$ cat config.mk
export PLATFORM = sky130hd
export DESIGN_NAME = serial_code_converter
export DESIGN_NICKNAME = d
export VERILOG_FILES = /design/src/rtl/serial_code_converter.sv
export SDC_FILE = /design/constraint.sdc
export NUM_CORES = 1
export LEC_CHECK = 0
export CAP_MARGIN = 20
export CORE_MARGIN = 2
export CORE_UTILIZATION = 50
export CTS_BUF_LIST = sky130_fd_sc_hd__clkbuf_4
export DETAILED_ROUTE_END_ITERATION = 8
export GPL_ROUTABILITY_DRIVEN = 0
export GPL_TIMING_DRIVEN = 1
export MAX_ROUTING_LAYER = met4
export PLACE_DENSITY_LB_ADDON = 0.05
export SKIP_CTS_REPAIR_TIMING = 1
export SLEW_MARGIN = 10
export SYNTH_ARGS = -nofsm -noshare
export SYNTH_HDL_FRONTEND = slang
export SYNTH_SLANG_ARGS = --single-unit
$ cat constraint.sdc
create_clock -name Clk -period 4.6 [get_ports Clk]
set_input_delay 0.46 -clock Clk [delete_from_list [all_inputs] [get_ports Clk]]
set_output_delay 0.46 -clock Clk [all_outputs]
set_load 0.01 [all_outputs]
$ cat src/rtl/serial_code_converter.sv
// serial_code_converter: LSB-first serial Excess-3 <-> BCD converter over NUM_DIGITS-digit frames.
// Define SERIAL_CONV_ERR_STICKY_EN to hold Err across digits/frames instead of pulsing per digit.
module serial_code_converter #(
   parameter int NUM_DIGITS = 2,
   parameter int IDX_W = (NUM_DIGITS > 1) ? $clog2(NUM_DIGITS) : 1
) (
   input  logic                    Clk,
   input  logic                    Rst,
   input  logic                    En,
   input  logic                    Mode,
   input  logic                    X,
   output logic                    Z,
   output logic [1:0]              BitIdx,
   output logic [IDX_W-1:0]        DigitIdx,
   output logic                    DigitDone,
   output logic                    Err,
   output logic                    FrameDone,
   output logic [4*NUM_DIGITS-1:0] DOut
);
   localparam int DW = 4 * NUM_DIGITS;
   localparam logic [IDX_W-1:0] LAST = IDX_W'(NUM_DIGITS - 1);

   logic c, c_next, mode_l, k, start, mode_eff, last_bit, last_dig, bad;
   logic [2:0] in_sr, out_sr;
   logic [3:0] in_dig, out_dig;
   logic [DW-1:0] acc, acc_next;

   always_comb begin
      start = BitIdx == 2'd0 && DigitIdx == '0;
      mode_eff = start ? Mode : mode_l;
      k = ~BitIdx[1];
      Z = X ^ k ^ c;
      c_next = mode_eff ? (X & k) | (X & c) | (k & c) : (~X & (k | c)) | (k & c);
      last_bit = BitIdx == 2'd3;
      last_dig = DigitIdx == LAST;
      in_dig = {X, in_sr};
      out_dig = {Z, out_sr};
      bad = mode_eff ? in_dig > 4'd9 : (in_dig < 4'd3 || in_dig > 4'd12);
      // completed digits enter at the top so digit 0 lands in [3:0] after a full frame
      acc_next = (acc >> 4) | (DW'(out_dig) << (DW - 4));
   end

   always_ff @(posedge Clk or posedge Rst)
      if (Rst) begin
         c <= 1'b0;
         mode_l <= 1'b0;
         BitIdx <= 2'd0;
         DigitIdx <= '0;
         in_sr <= '0;
         out_sr <= '0;
         acc <= '0;
         DOut <= '0;
         DigitDone <= 1'b0;
         FrameDone <= 1'b0;
      end else begin
         DigitDone <= En && last_bit;
         FrameDone <= En && last_bit && last_dig;
         if (En) begin
            in_sr <= in_dig[3:1];
            out_sr <= out_dig[3:1];
            BitIdx <= BitIdx + 2'd1;
            c <= last_bit ? 1'b0 : c_next;
            if (start) mode_l <= Mode;
            if (last_bit) begin
               acc <= acc_next;
               DigitIdx <= last_dig ? '0 : DigitIdx + IDX_W'(1);
               if (last_dig) DOut <= acc_next;
            end
         end
      end

`ifdef SERIAL_CONV_ERR_STICKY_EN
   logic cur_bad, prev_bad;

   // prev_bad remembers whether the last completed frame held an invalid digit
   always_ff @(posedge Clk or posedge Rst)
      if (Rst) begin
         Err <= 1'b0;
         cur_bad <= 1'b0;
         prev_bad <= 1'b0;
      end else if (En) begin
         Err <= (start ? prev_bad : Err) | (last_bit & bad);
         cur_bad <= (start ? 1'b0 : cur_bad) | (last_bit & bad);
         if (last_bit && last_dig) prev_bad <= cur_bad | bad;
      end
`else
   always_ff @(posedge Clk or posedge Rst)
      if (Rst) Err <= 1'b0;
      else Err <= En && last_bit && bad;
`endif
endmodule

==> results.json <==
{
  "status": "completed",
  "cts_tree": "built",
  "cts_max_level": 1,
  "cp_slowest_stage_delay_ns": 0.58,
  "fin_total_pwr_uw": 891,
  "syn_nets": 91,
  "p_int_uw": 622,
  "worst_pin_slew_ns": 0.937,
  "finClkSkew_ns": 0.00101,
  "overflow": 0,
  "wirelength_mm": 1.60,
  "diodes": 0,
  "yosysTopAreaCell": "dfrtp_1",
  "synthArstFlopShare_pct": 100,
  "ir_drop_mv": 0.370,
  "synth-seq-area-share_pct": 60.4,
  "worst_ep_arrival_time_ns": 2.10,
  "ff_latch_area_sq_um": 651,
  "syn_area_sq_mm": 0.00108,
  "synth_xor_area_share_pct": 2.44,
  "worstPathMaxFanout": 6,
  "vias_per_cell": 5.13,
  "switchingPower_uw": 269,
  "wl_per_cell_um": 12.2,
  "drcViolationCount": 0,
  "antenna_left": 0,
  "clockBufferDepth": 2,
  "vias": 672,
  "drt_iter0_markers": 15,
  "hold_violations": 0,
  "synth_top_family_by_area": "multiplexers",
  "rows": 16,
  "synth_compound_area_share_pct": 8.71,
  "path_clk_slew_ns": 0.13,
  "slowest_stage": "clkdlybuf4s50_1",
  "yosys_most_used_dff": "dfrtp_1",
  "leakage_uw": 0.000615,
  "dieWidth_um": 50.4,
  "cts_buffers": 3,
  "power_density_mw_per_mm2": 663,
  "grt_max_degree": 27,
  "fin_setup_tns_ns": 0,
  "max_cap_viol_count": 0,
  "start_util_pct": 53.8,
  "synthAdderAreaFrac_pct": 3.48,
  "synth_mux_area_share_pct": 15.9,
  "finalCritPeriodShare_pct": 55.7,
  "core_region_area_sq_mm": 0.00200,
  "syn_to_final_growth_pct": 24.7,
  "clkLatencyLatePin_ns": 0.31,
  "setup_violations": 0,
  "synthCells": 83,
  "pwr-share-clk_pct": 17.0,
  "yosysMostFrequentCell": "dfrtp_1",
  "multi_input_area_sq_um": 390,
  "synth_seq_cells": 26,
  "dieArea_sq_mm": 0.00254,
  "p_seq_share_pct": 43.5,
  "fin_nets": 113,
  "first_global_vias": 616,
  "synth_top_cell_area_share_pct": 60.4,
  "syn_area_per_cell_sq_um": 13.0,
  "hp-class": "reg -> reg",
  "grt_usage_pct": 15.2,
  "antenna_found_initial": 0,
  "start_kind": "primary input",
  "dp_hpwl_mm": 1.12,
  "filler_cell_count": 161,
  "crit_required_ns": 4.14,
  "synth_area_leaders": "dfrtp_1, mux2_2, ha_1",
  "path_common_cell": "clkdlybuf4s50_1",
  "fin_crit_ns": 2.56,
  "swShare_pct": 30.2,
  "crit_type": "in -> out",
  "end_kind": "output port",
  "drv_slew": 0,
  "path_cells": "clkdlybuf4s50_1 -> ha_1 -> xnor2_1 -> inv_1 -> clkdlybuf4s50_1",
  "cts_root_buf": "clkbuf_4",
  "synth_edf_count": 0,
  "combPwrFrac_pct": 39.5,
  "clock.fmax_ghz": 0.390,
  "drive_above_1_share_pct": 21.2,
  "dr.pass1.iters": 4,
  "rsz0062_at_grt": "false",
  "cts_sinks": 26,
  "io_pins": 20,
  "fp.dieH_um": 50.4,
  "port_buffers": 19,
  "yosys-top-cells-count": "dfrtp_1, mux2_2, inv_1, nand2_1, o21ai_0",
  "synthSimpleGateAreaFrac_pct": 5.69,
  "grt_pass1_wl_mm": 2.74,
  "ys.warnings.count": 0,
  "yosysUniqueCellTypes": 21,
  "slew_headroom_pct": 37.5
}
[path summary, 6_finish.rpt]
check                          start         to  slack [ns]  depth (start not counted)
max in group asynchronous        Rst    DOut[4]        3.39                          2
hold reg to reg               acc[7]     acc[7]        0.51                          2
min in group asynchronous        Rst  out_sr[1]        0.65                          2
setup / recovery                   X          Z        2.04                          5
hold / removal                acc[7]     acc[7]        0.51                          2
setup reg to reg           BitIdx[1]          c        2.90                          6
[cells by family after synthesis]
family / count (synthesis)
compound gates: 15
xor+xnor: 3
fa+ha+maj: 3
buf+inv: 9
flops: 26
mux: 15
simple gates: 12
[power by group through the flow]
stage | Combinational [uW] | Clock [uW] | Sequential (uW)
6_report | 352 | 151 | 388
5_1_grt | 390 | 167 | 398
4_1_cts | 358 | 157 | 388
3_5_place_dp | 357 | 0 | 393
3_3_place_gp | 350 | 0 | 389
2_1_floorplan | 178 | 0 | 407
[registers in the layout (all words and copies together) (netlist names), 2 cells and up]
signal	count
BitIdx	2
DOut	8
acc	4
in_sr	3
out_sr	3
[placed cells by master, fill, tap and decap left out]
master and instances:
dfrtp_1 26, clkdlybuf4s50_1 19, mux2_2 14, inv_1 7, nand2_1 5, o21ai_0 5
a21oi_1 4, nor2_1 3, ha_1 3, clkbuf_4 3, nor2b_1 2, xnor2_1 2
nand3_2 1, nor2b_2 1, mux2i_2 1, a31oi_1 1, a21o_2 1, o211a_1 1
xor2_1 1, a211o_1 1, o21ai_1 1, a32o_1 1, bufinv_16 1
[metrics by stage]
| step | cell area (sq um) | util [%] | hold WS (ns) | setup WS, ns | instances |
|---|---|---|---|---|---|
| 3_5_place_dp | 1290 | 64.5 | 0.480 | 2.04 | 127 |
| 4_1_cts | 1340 | 67.1 | 0.511 | 2.03 | 131 |
| 3_3_place_gp | 1290 | 64.5 | 0.462 | 2.05 | 127 |
| 2_1_floorplan | 1080 | - | 0.446 | 3.03 | 83 |
| 6_report | 1340 | 67.1 | 0.506 | 2.04 | 131 |
| 5_1_grt | 1340 | 67.1 | 0.542 | 1.93 | 131 |
[layer usage]
| metal | up-vias | routed length [um] | track usage [%] | part of all wire [%] |
|---|---|---|---|---|
| li1 | 329 | - | - | - |
| met1 | 321 | 803 | 20.0 | 50 |
| met2 | 18 | 684 | 21.9 | 43 |
| met3 | 4 | 75 | 3.57 | 4.7 |
| met4 | 0 | 36 | 8.11 | 2.3 |
| met5 | - | 0 | - | 0 |
[layout make-up]
cell class,instances,share of cell area [%]
Multi-Input combinational cell,48,29.1
Sequential cell,26,48.4
Inverter,7,1.96
Clock inverter,1,2.23
Clock buffer,3,1.68
Tap cell,27,2.51
Timing Repair Buffer,19,14.2
[critical path, delay by kind of cell]
| kind | cells | cell delay [ns] |
|---|---|---|
| xor+xnor | 1 | 0.25 |
| fa+ha+maj | 1 | 0.27 |
| buf+inv | 3 | 1.11 |
Power figures use the tool's default switching activity.
